===== config.mk =====
export PLATFORM = sky130hd
export DESIGN_NAME = mips_mc_control
export DESIGN_NICKNAME = d
export VERILOG_FILES = /design/src/rtl/mips_ctrl_pkg.sv /design/src/rtl/mips_alu_op_decode.sv /design/src/rtl/mips_mc_control.sv
export SDC_FILE = /design/constraint.sdc
export NUM_CORES = 1
export LEC_CHECK = 0
export ABC_AREA = 0
export BUFFER_PORTS_ARGS = -buffer_cell sky130_fd_sc_hd__buf_4
export CORE_MARGIN = 5
export CORE_UTILIZATION = 46
export CTS_CLUSTER_DIAMETER = 120
export CTS_CLUSTER_SIZE = 12
export DETAILED_ROUTE_END_ITERATION = 7
export PLACE_DENSITY_LB_ADDON = 0.3
export RECOVER_POWER = 50
export SYNTH_ARGS = -nofsm -noshare
export SYNTH_HDL_FRONTEND = slang
export SYNTH_SLANG_ARGS = --single-unit

===== constraint.sdc =====
create_clock -name clk -period 1.55 [get_ports clk]
set_input_delay 0.2325 -clock clk [delete_from_list [all_inputs] [get_ports clk]]
set_output_delay 0.2325 -clock clk [all_outputs]
set_load 0.01 [all_outputs]

===== src/rtl/mips_ctrl_pkg.sv =====
// Shared definitions for the multi-cycle MIPS control unit.
// Contents: ALU operation codes, datapath mux select codes (ALU source A/B,
// PC source), the opcode and funct values this control understands, and the
// control FSM state enumeration.
package mips_ctrl_pkg;

  // ALU operation codes driven on alu_op
  localparam logic [2:0] ALU_NOP = 3'd0;
  localparam logic [2:0] ALU_ADD = 3'd1;
  localparam logic [2:0] ALU_SUB = 3'd2;
  localparam logic [2:0] ALU_AND = 3'd3;
  localparam logic [2:0] ALU_OR  = 3'd4;
  localparam logic [2:0] ALU_XOR = 3'd5;
  localparam logic [2:0] ALU_NOR = 3'd6;
  localparam logic [2:0] ALU_SLL = 3'd7;

  // ALU source A select
  localparam logic [1:0] SRCA_PC    = 2'd0;
  localparam logic [1:0] SRCA_REG   = 2'd1;
  localparam logic [1:0] SRCA_SHAMT = 2'd2;

  // ALU source B select
  localparam logic [1:0] SRCB_REG  = 2'd0;
  localparam logic [1:0] SRCB_FOUR = 2'd1;
  localparam logic [1:0] SRCB_IMM  = 2'd2;
  localparam logic [1:0] SRCB_BR   = 2'd3;

  // PC source select
  localparam logic [1:0] PCSRC_ALU    = 2'd0;
  localparam logic [1:0] PCSRC_ALUOUT = 2'd1;
  localparam logic [1:0] PCSRC_JUMP   = 2'd2;
  localparam logic [1:0] PCSRC_EXC    = 2'd3;

  // Opcodes (IR[31:26])
  localparam logic [5:0] OP_RTYPE = 6'b000000;
  localparam logic [5:0] OP_J     = 6'b000010;
  localparam logic [5:0] OP_BEQ   = 6'b000100;
  localparam logic [5:0] OP_BNE   = 6'b000101;
  localparam logic [5:0] OP_ADDI  = 6'b001000;
  localparam logic [5:0] OP_ADDIU = 6'b001001;
  localparam logic [5:0] OP_ANDI  = 6'b001100;
  localparam logic [5:0] OP_ORI   = 6'b001101;
  localparam logic [5:0] OP_XORI  = 6'b001110;
  localparam logic [5:0] OP_LW    = 6'b100011;
  localparam logic [5:0] OP_SW    = 6'b101011;

  // R-type funct values (IR[5:0])
  localparam logic [5:0] FN_SLL     = 6'b000000;
  localparam logic [5:0] FN_SYSCALL = 6'b001100;
  localparam logic [5:0] FN_ADD     = 6'b100000;
  localparam logic [5:0] FN_ADDU    = 6'b100001;
  localparam logic [5:0] FN_SUB     = 6'b100010;
  localparam logic [5:0] FN_SUBU    = 6'b100011;
  localparam logic [5:0] FN_AND     = 6'b100100;
  localparam logic [5:0] FN_OR      = 6'b100101;
  localparam logic [5:0] FN_XOR     = 6'b100110;
  localparam logic [5:0] FN_NOR     = 6'b100111;

  typedef enum logic [3:0] {
    S_INIT,
    S_FETCH,
    S_DECODE,
    S_EXEC_R,
    S_EXEC_I,
    S_WB_R,
    S_WB_I,
    S_MEM_ADDR,
    S_MEM_RD,
    S_WB_MEM,
    S_MEM_WR,
    S_BRANCH,
    S_JUMP,
    S_EXC,
    S_HALT
  } state_t;

endpackage


===== src/rtl/mips_alu_op_decode.sv =====
// Combinational ALU operation decoder.
// Ports:
//   opcode  in  6  IR[31:26]
//   funct   in  6  IR[5:0]
//   alu_op  out 3  ALU operation for the execute step of this instruction
//   legal   out 1  instruction (including R-type funct) is supported
//   trap_en out 1  signed arithmetic whose overflow may raise an exception
// syscall is reported as not legal here: the FSM catches it in DECODE before
// it could ever reach an execute step.
module mips_alu_op_decode
  import mips_ctrl_pkg::*;
(
  input  logic [5:0] opcode,
  input  logic [5:0] funct,
  output logic [2:0] alu_op,
  output logic       legal,
  output logic       trap_en
);

  always_comb begin
    alu_op  = ALU_NOP;
    legal   = 1'b0;
    trap_en = 1'b0;
    case (opcode)
      OP_RTYPE: begin
        legal = 1'b1;
        case (funct)
          FN_ADD:  begin alu_op = ALU_ADD; trap_en = 1'b1; end
          FN_ADDU: alu_op = ALU_ADD;
          FN_SUB:  begin alu_op = ALU_SUB; trap_en = 1'b1; end
          FN_SUBU: alu_op = ALU_SUB;
          FN_AND:  alu_op = ALU_AND;
          FN_OR:   alu_op = ALU_OR;
          FN_XOR:  alu_op = ALU_XOR;
          FN_NOR:  alu_op = ALU_NOR;
          FN_SLL:  alu_op = ALU_SLL;
          default: legal = 1'b0;
        endcase
      end
      OP_ADDI:  begin alu_op = ALU_ADD; legal = 1'b1; trap_en = 1'b1; end
      OP_ADDIU: begin alu_op = ALU_ADD; legal = 1'b1; end
      OP_ANDI:  begin alu_op = ALU_AND; legal = 1'b1; end
      OP_ORI:   begin alu_op = ALU_OR;  legal = 1'b1; end
      OP_XORI:  begin alu_op = ALU_XOR; legal = 1'b1; end
      OP_LW, OP_SW:   begin alu_op = ALU_ADD; legal = 1'b1; end
      OP_BEQ, OP_BNE: begin alu_op = ALU_SUB; legal = 1'b1; end
      OP_J:     legal = 1'b1;
      default:  legal = 1'b0;
    endcase
  end

endmodule


===== src/rtl/mips_mc_control.sv =====
// Multi-cycle MIPS control FSM. Sequences fetch, decode, execute, memory and
// writeback over one shared memory port (mem_req held until mem_ready) and
// drives the datapath mux selects and enables.
// Ports:
//   clk, rst_n            clock (rising edge), async active-low reset
//   opcode, funct         IR fields, stable from DECODE onward
//   equal, overflow       ALU flags (equal meaningful only during SUB)
//   mem_ready             memory completes the pending request this cycle
//   mem_req, mem_we, iord memory request, write qualifier, address select
//   ir_write, pc_write    IR / PC load enables (qualified by mem_ready/equal)
//   pc_src, alu_src_a, ALUSrcB, imm_zext, alu_op   datapath selects
//   reg_write, reg_dst, mem_to_reg                 register file writeback
//   exc_ovf, exc_ill      one-cycle exception pulses (in EXC)
//   halted                high in the terminal HALT state
module mips_mc_control
  import mips_ctrl_pkg::*;
#(
  parameter bit EN_OVF_TRAP     = 1'b1,
  parameter bit HALT_ON_ILLEGAL = 1'b0
) (
  input  logic       clk,
  input  logic       rst_n,
  input  logic [5:0] opcode,
  input  logic [5:0] funct,
  input  logic       equal,
  input  logic       overflow,
  input  logic       mem_ready,
  output logic       mem_req,
  output logic       mem_we,
  output logic       iord,
  output logic       ir_write,
  output logic       pc_write,
  output logic [1:0] pc_src,
  output logic [1:0] alu_src_a,
  output logic [1:0] ALUSrcB,
  output logic       imm_zext,
  output logic [2:0] alu_op,
  output logic       reg_write,
  output logic       reg_dst,
  output logic       mem_to_reg,
  output logic       exc_ovf,
  output logic       exc_ill,
  output logic       halted
);

  state_t     state_reg, state_next;
  // EXC cause: 1 = overflow, 0 = illegal instruction
  logic       exc_ovf_reg, exc_ovf_next;

  logic [2:0] dec_alu_op;
  logic       dec_legal;
  logic       dec_trap_en;

  mips_alu_op_decode u_dec (
    .opcode  (opcode),
    .funct   (funct),
    .alu_op  (dec_alu_op),
    .legal   (dec_legal),
    .trap_en (dec_trap_en)
  );

  always_ff @(posedge clk or negedge rst_n) begin
    if (!rst_n) begin
      state_reg   <= S_INIT;
      exc_ovf_reg <= 1'b0;
    end else begin
      state_reg   <= state_next;
      exc_ovf_reg <= exc_ovf_next;
    end
  end

  always_comb begin
    state_next   = state_reg;
    exc_ovf_next = exc_ovf_reg;
    mem_req      = 1'b0;
    mem_we       = 1'b0;
    iord         = 1'b0;
    ir_write     = 1'b0;
    pc_write     = 1'b0;
    pc_src       = PCSRC_ALU;
    alu_src_a    = SRCA_PC;
    ALUSrcB      = SRCB_REG;
    imm_zext     = 1'b0;
    alu_op       = ALU_NOP;
    reg_write    = 1'b0;
    reg_dst      = 1'b0;
    mem_to_reg   = 1'b0;
    exc_ovf      = 1'b0;
    exc_ill      = 1'b0;
    halted       = 1'b0;

    case (state_reg)
      S_INIT: state_next = S_FETCH;

      S_FETCH: begin
        // PC+4 is computed while the instruction read is pending
        mem_req   = 1'b1;
        alu_src_a = SRCA_PC;
        ALUSrcB   = SRCB_FOUR;
        alu_op    = ALU_ADD;
        if (mem_ready) begin
          ir_write   = 1'b1;
          pc_write   = 1'b1;
          pc_src     = PCSRC_ALU;
          state_next = S_DECODE;
        end
      end

      S_DECODE: begin
        // Branch target computed speculatively into ALUOut
        alu_src_a = SRCA_PC;
        ALUSrcB   = SRCB_BR;
        alu_op    = ALU_ADD;
        case (opcode)
          OP_RTYPE: state_next = (funct == FN_SYSCALL) ? S_HALT : S_EXEC_R;
          OP_ADDI, OP_ADDIU, OP_ANDI, OP_ORI, OP_XORI: state_next = S_EXEC_I;
          OP_LW, OP_SW:   state_next = S_MEM_ADDR;
          OP_BEQ, OP_BNE: state_next = S_BRANCH;
          OP_J:           state_next = S_JUMP;
          default: begin
            if (HALT_ON_ILLEGAL) begin
              state_next = S_HALT;
            end else begin
              state_next   = S_EXC;
              exc_ovf_next = 1'b0;
            end
          end
        endcase
      end

      S_EXEC_R: begin
        alu_src_a = (funct == FN_SLL) ? SRCA_SHAMT : SRCA_REG;
        ALUSrcB   = SRCB_REG;
        alu_op    = dec_alu_op;
        if (!dec_legal) begin
          if (HALT_ON_ILLEGAL) begin
            state_next = S_HALT;
          end else begin
            state_next   = S_EXC;
            exc_ovf_next = 1'b0;
          end
        end else if (EN_OVF_TRAP && dec_trap_en && overflow) begin
          state_next   = S_EXC;
          exc_ovf_next = 1'b1;
        end else begin
          state_next = S_WB_R;
        end
      end

      S_EXEC_I: begin
        alu_src_a = SRCA_REG;
        ALUSrcB   = SRCB_IMM;
        alu_op    = dec_alu_op;
        imm_zext  = (opcode == OP_ANDI) || (opcode == OP_ORI) || (opcode == OP_XORI);
        if (EN_OVF_TRAP && dec_trap_en && overflow) begin
          state_next   = S_EXC;
          exc_ovf_next = 1'b1;
        end else begin
          state_next = S_WB_I;
        end
      end

      S_WB_R: begin
        reg_write  = 1'b1;
        reg_dst    = 1'b1;
        state_next = S_FETCH;
      end

      S_WB_I: begin
        reg_write  = 1'b1;
        state_next = S_FETCH;
      end

      S_MEM_ADDR: begin
        // Address add never traps
        alu_src_a  = SRCA_REG;
        ALUSrcB    = SRCB_IMM;
        alu_op     = ALU_ADD;
        state_next = (opcode == OP_SW) ? S_MEM_WR : S_MEM_RD;
      end

      S_MEM_RD: begin
        mem_req = 1'b1;
        iord    = 1'b1;
        if (mem_ready) state_next = S_WB_MEM;
      end

      S_WB_MEM: begin
        reg_write  = 1'b1;
        mem_to_reg = 1'b1;
        state_next = S_FETCH;
      end

      S_MEM_WR: begin
        mem_req = 1'b1;
        mem_we  = 1'b1;
        iord    = 1'b1;
        if (mem_ready) state_next = S_FETCH;
      end

      S_BRANCH: begin
        alu_src_a  = SRCA_REG;
        ALUSrcB    = SRCB_REG;
        alu_op     = ALU_SUB;
        pc_src     = PCSRC_ALUOUT;
        pc_write   = (opcode == OP_BEQ) ? equal : ~equal;
        state_next = S_FETCH;
      end

      S_JUMP: begin
        pc_write   = 1'b1;
        pc_src     = PCSRC_JUMP;
        state_next = S_FETCH;
      end

      S_EXC: begin
        exc_ovf    = exc_ovf_reg;
        exc_ill    = ~exc_ovf_reg;
        pc_write   = 1'b1;
        pc_src     = PCSRC_EXC;
        state_next = S_FETCH;
      end

      S_HALT: halted = 1'b1;

      default: state_next = S_INIT;
    endcase
  end

endmodule


==> results of run 1 <==
-- logic make-up after synthesis --
logic type,count (synthesis)
AOI/OAI and AO/OA,61
DFF,5
muxes,2
and+or+nand+nor,89
buffers and inverters,19
xor gates and xnor gates,4
-- per-stage QoR --
stage	std cells	area, µm²	hold WS (ns)	setup slack (ns)
floorplan	180	1170	-0.0631	0.0138
global placement	286	1790	0.0334	-0.157
detailed placement	286	1790	0.0369	-0.164
CTS	311	2240	0.319	-0.338
-- synthesized netlist by cell type (3+ instances only) --
| cell | count | area share, % |
|---|---|---|
| nand2b_1 | 9 | 4.9 |
| nor3_1 | 10 | 4.3 |
| o21ai_0 | 7 | 3.0 |
| nor2b_1 | 4 | 2.2 |
| a21oi_1 | 17 | 7.4 |
| a31oi_1 | 5 | 2.7 |
| nor4_1 | 3 | 1.6 |
| buf_6 | 4 | 3.9 |
| o31ai_1 | 3 | 1.9 |
| nor2_1 | 29 | 9.4 |
| a211oi_1 | 4 | 2.6 |
| buf_2 | 6 | 2.6 |
| nand3_1 | 4 | 1.7 |
| xnor2_1 | 3 | 2.3 |
| o32ai_1 | 3 | 2.3 |
| nand3b_1 | 3 | 1.9 |
| nand2_1 | 15 | 4.9 |
| inv_1 | 5 | 1.6 |
| dfrtp_1 | 5 | 11 |
-- what timing repair did --
action / 4_1_cts
setup endpoints to repair: 24
pin swaps: 15
hold endpoints to repair: 5
resized for setup: 61
hold buffers: 1
setup buffers: 22
==> flow_metrics.py, run 1 <==
metrics = {
    "run_status": {
        "outcome": "aborted with a tool error",
        "stop_stage": "global routing (5_1_grt)",
        "first-error": "[ERROR DPL-0038] Utilization greater than 100%, impossible to legalize",
    },
    "placed_design": {
        "routabilityCongestion": 0.937,
        "hpwl_um": 3590,
        "io_buffers": 37,
    },
    "logic_synthesis": {
        "synth-seq-cells": 5,
        "ys.flop_type": "dfrtp_1",
        "yosys.area_share.simple_pct": 39.6,
        "yosysSeqAreaShare_pct": 10.8,
        "synth_cell_types": 50,
        "synthCells": 180,
        "syn_nets": 197,
        "synth_area_per_cell_um2": 6.42,
        "async_reset_ff_share_pct": 100,
        "yosysWarnings": 0,
        "synth_mux_area_share_pct": 1.84,
        "synth_top_family_by_area": "simple AND/OR/NAND/NOR gates",
        "syn_area_um2": 1160,
        "synth_enable_flop_cells": 0,
        "synth_xor_area_share_pct": 3.03,
        "synth_compound_area_share_pct": 35.3,
        "synth-adder-area-share_pct": 0,
    },
    "grt": {
        "grt_start_max_net_pins": 13,
    },
    "floorplan": {
        "io_pins": 38,
        "initial_core_util_pct": 47.5,
        "fp.dieH_um": 60.1,
        "die_w_um": 60.1,
        "row_count": 18,
    },
    "sta": {
        "worst-ep-kind": "primary output",
        "grt_worst_setup_endpoint": "alu_op[2]",
    },
    "cts": {
        "cts_sinks": 5,
        "cts-root-buf": "clkbuf_4",
        "clock_path_buffers": 2,
        "cts_max_level": 1,
        "cts_buffers": 3,
    },
}
==> run 2: changes to the inputs <==
--- a/config.mk
+++ b/config.mk
@@ -7,12 +7,10 @@
 export LEC_CHECK = 0
 export ABC_AREA = 0
 export BUFFER_PORTS_ARGS = -buffer_cell sky130_fd_sc_hd__buf_4
-export CORE_MARGIN = 5
-export CORE_UTILIZATION = 46
-export CTS_CLUSTER_DIAMETER = 120
-export CTS_CLUSTER_SIZE = 12
+export CORE_AREA = 5 5 66 68
 export DETAILED_ROUTE_END_ITERATION = 7
-export PLACE_DENSITY_LB_ADDON = 0.3
+export DIE_AREA = 0 0 71 73
+export PLACE_DENSITY_LB_ADDON = 0.15
 export RECOVER_POWER = 50
 export SYNTH_ARGS = -nofsm -noshare
 export SYNTH_HDL_FRONTEND = slang
==> constraint.sdc (replaced) <==
create_clock -name clk -period 2 [get_ports clk]
set_input_delay 0.3 -clock clk [delete_from_list [all_inputs] [get_ports clk]]
set_output_delay 0.3 -clock clk [all_outputs]
set_load 0.01 [all_outputs]
==> run 2 against run 1 <==
  * The flow now finishes without violations
  * Synthesized area unchanged
  * Synthesized cell count is the same
==> flow_metrics.py, run 2 <==
metrics = {
    "grt": {
        "grt_pass1_vias": 1413,
        "grt_usage_pct": 16.3,
        "grt-ovfl-total": 0,
        "grt_pass1_wl_um": 6880,
        "antenna_found_initial": 0,
        "grt_start_max_net_pins": 19,
    },
    "logic_synthesis": {
        "yosysWarnings": 0,
        "synth_enable_flop_cells": 0,
        "synthTopCellsByCount": "nor2_1, a21oi_1, nand2_1, nor3_1, nand2b_1",
        "syn_area_um2": 1160,
        "synth-seq-cells": 5,
        "ys.flop_type": "dfrtp_1",
        "yosysSeqAreaShare_pct": 10.8,
        "netlist.area_leader.share_pct": 10.8,
        "syn_nets": 197,
        "synth_cell_types": 50,
        "synth_top_area_cell": "dfrtp_1",
        "synth_area_per_cell_um2": 6.42,
        "async_reset_ff_share_pct": 100,
        "synthTopCellsByArea": "dfrtp_1, nor2_1, a21oi_1",
        "synthCells": 180,
        "yosysMostFrequentCell": "nor2_1",
    },
    "placed_design": {
        "hpwl_um": 3310,
        "io_buffers": 37,
        "routabilityCongestion": 0.886,
        "dpl_cell_area_um2": 1530,
    },
    "critical_path": {
        "r2r_start": "state_reg[0]",
        "critPathMaxFanout": 4,
        "cp-startpoint": "state_reg[0]",
        "worstSetupStartpointType": "flop",
        "crit_required_ns": 1.70,
        "path_class": "reg -> out",
        "r2r_cells": 7,
        "worstPathArrival_ns": 1.63,
        "end_kind": "primary output",
    },
    "sta": {
        "final.setup_skew_ns": 0.00205,
        "rsz0062_at_grt": "yes",
        "final_hold_viol_count": 0,
        "worst_pin_slew_ns": 0.397,
        "timing.final.crit_share_pct": 96.5,
        "slew_violations": 0,
        "setup_violations": 0,
        "max_slew_margin_pct": 73.4,
        "layout_min_cycle_time_ns": 1.93,
        "clock.fmax_ghz": 0.518,
    },
    "cts": {
        "clock_path_buffers": 2,
        "cts_max_level": 1,
        "path_clk_slew_ns": 0.03,
        "cts_buffers": 3,
        "cts-root-buf": "clkbuf_8",
        "cts_tree": "done",
        "clk_latency_ns": 0.22,
        "cts_sinks": 5,
    },
    "layout": {
        "n_antenna_cell": 0,
        "final_util_pct": 41.7,
        "area_growth_pct": 36.9,
        "drive_gt1_share_pct": 28.6,
        "final_common_cell": "buf_4",
        "fillers": 423,
        "final_cell_area_um2": 1580,
        "largest_reg_flops": 4,
        "fin_nets": 242,
        "layout_common_cells": "buf_4, nor2_1, a21oi_1, nand2_1, nor3_1",
    },
    "pwr": {
        "powerDensity_nw_per_um2": 1090,
        "vdd_drop_max_v": 0.000308,
        "p_leak_nw": 0.665,
    },
    "routing": {
        "vias": 1498,
        "routed_wl_um": 4140,
        "top_layer_used": "met4",
        "dr_wl_met2_um": 2010,
        "first_pass_iters": 4,
        "routed_via_density": 5.47,
        "drtIter0Drc": 131,
        "wl_met1_um": 1910,
        "post_drt_wl_per_cell_um": 15.1,
        "drc": 0,
        "ant_nets": 0,
        "met3_length_um": 204,
    },
    "floorplan": {
        "core_area_um2": 3800,
        "die_w_um": 71,
        "die_area_um2": 5180,
        "row_count": 23,
        "initial_core_util_pct": 30.4,
        "io_pins": 38,
        "fp.dieH_um": 73,
    },
    "worst_hold_path": {
        "hold_class": "in -> async",
    },
    "run_status": {
        "outcome": "finished, final reports clean",
    },
    "flow_run": {
        "max_cap_violations": 0,
    },
}
run 2: final timing paths:
kind	endpoint	slack [ns]
max	alu_op[2]	0.07
max reg2reg	state_reg[0]	0.32
min	exc_ovf_reg	0.45
min reg2reg	exc_ovf_reg	0.62
max in group asynchronous	state_reg[1]	1.33
min in group clk	state_reg[0]	0.48
run 2: report_power, final:
group | internal (W) | switching, W | total, W
registers | 0.000140 | 0.0000629 | 0.000203
clock network | 0.000137 | 0.0000489 | 0.000186
logic | 0.000598 | 0.000735 | 0.00133
run 2: metal layers:
metal / vias up / GRT usage [%]
met5: - / 0
met4: 0 / 3.55
met3: 2 / 2.34
met2: 42 / 27.2
met1: 698 / 22.2
li1: 756 / -
run 2: cells by family after synthesis:
family                 Yosys count  synth area share (%)
AO/OA/AOI/OAI                   61                  35.3
XOR/XNOR                         4                  3.03
buffers and inverters           19                  9.42
flip-flops                       5                  10.8
multiplexers                     2                  1.84
AND/OR/NAND/NOR                 89                  39.6
run 2: critical path, cell delays in order (launching register included):
cell,delay [ns]
dfrtp_1,0.41
nand2b_4,0.16
nor2_2,0.10
a21oi_1,0.07
or4_4,0.43
nor2_2,0.11
buf_4,0.12
run 2: per-stage QoR:
stage	total power, W	std cells	hold slack, ns	worst slack, ns	TNS (ns)
after floorplan	0.000992	180	0.00441	0.207	0
after global placement	0.00153	269	0.103	0.135	0
after detailed placement	0.00152	269	0.103	0.109	0
after CTS	0.00172	274	0.416	0.00663	0
after global routing	0.00188	274	0.489	-0.0110	-0.0110
final	0.00172	274	0.449	0.0709	0
run 2: cell type report:
type / count / area (µm²) / share of cell area (%)
Inverter: 5 / 18.8 / 1.19
Clock buffer: 4 / 45.0 / 2.85
Multi-Input combinational cell: 156 / 945 / 59.7
Timing Repair Buffer: 54 / 385 / 24.3
Tap cell: 50 / 62.6 / 3.95
Sequential cell: 5 / 126 / 7.98
run 2: timing repair:
action / 4_1_cts / 5_1_grt
setup buffers: 0 / 0
endpoints found under the setup margin: 0 / 5
endpoints found under the hold margin: 5 / 0
gates resized for setup: 0 / 8
hold buffers: 1 / 0
No activity file was read; power rests on OpenSTA's default activity.
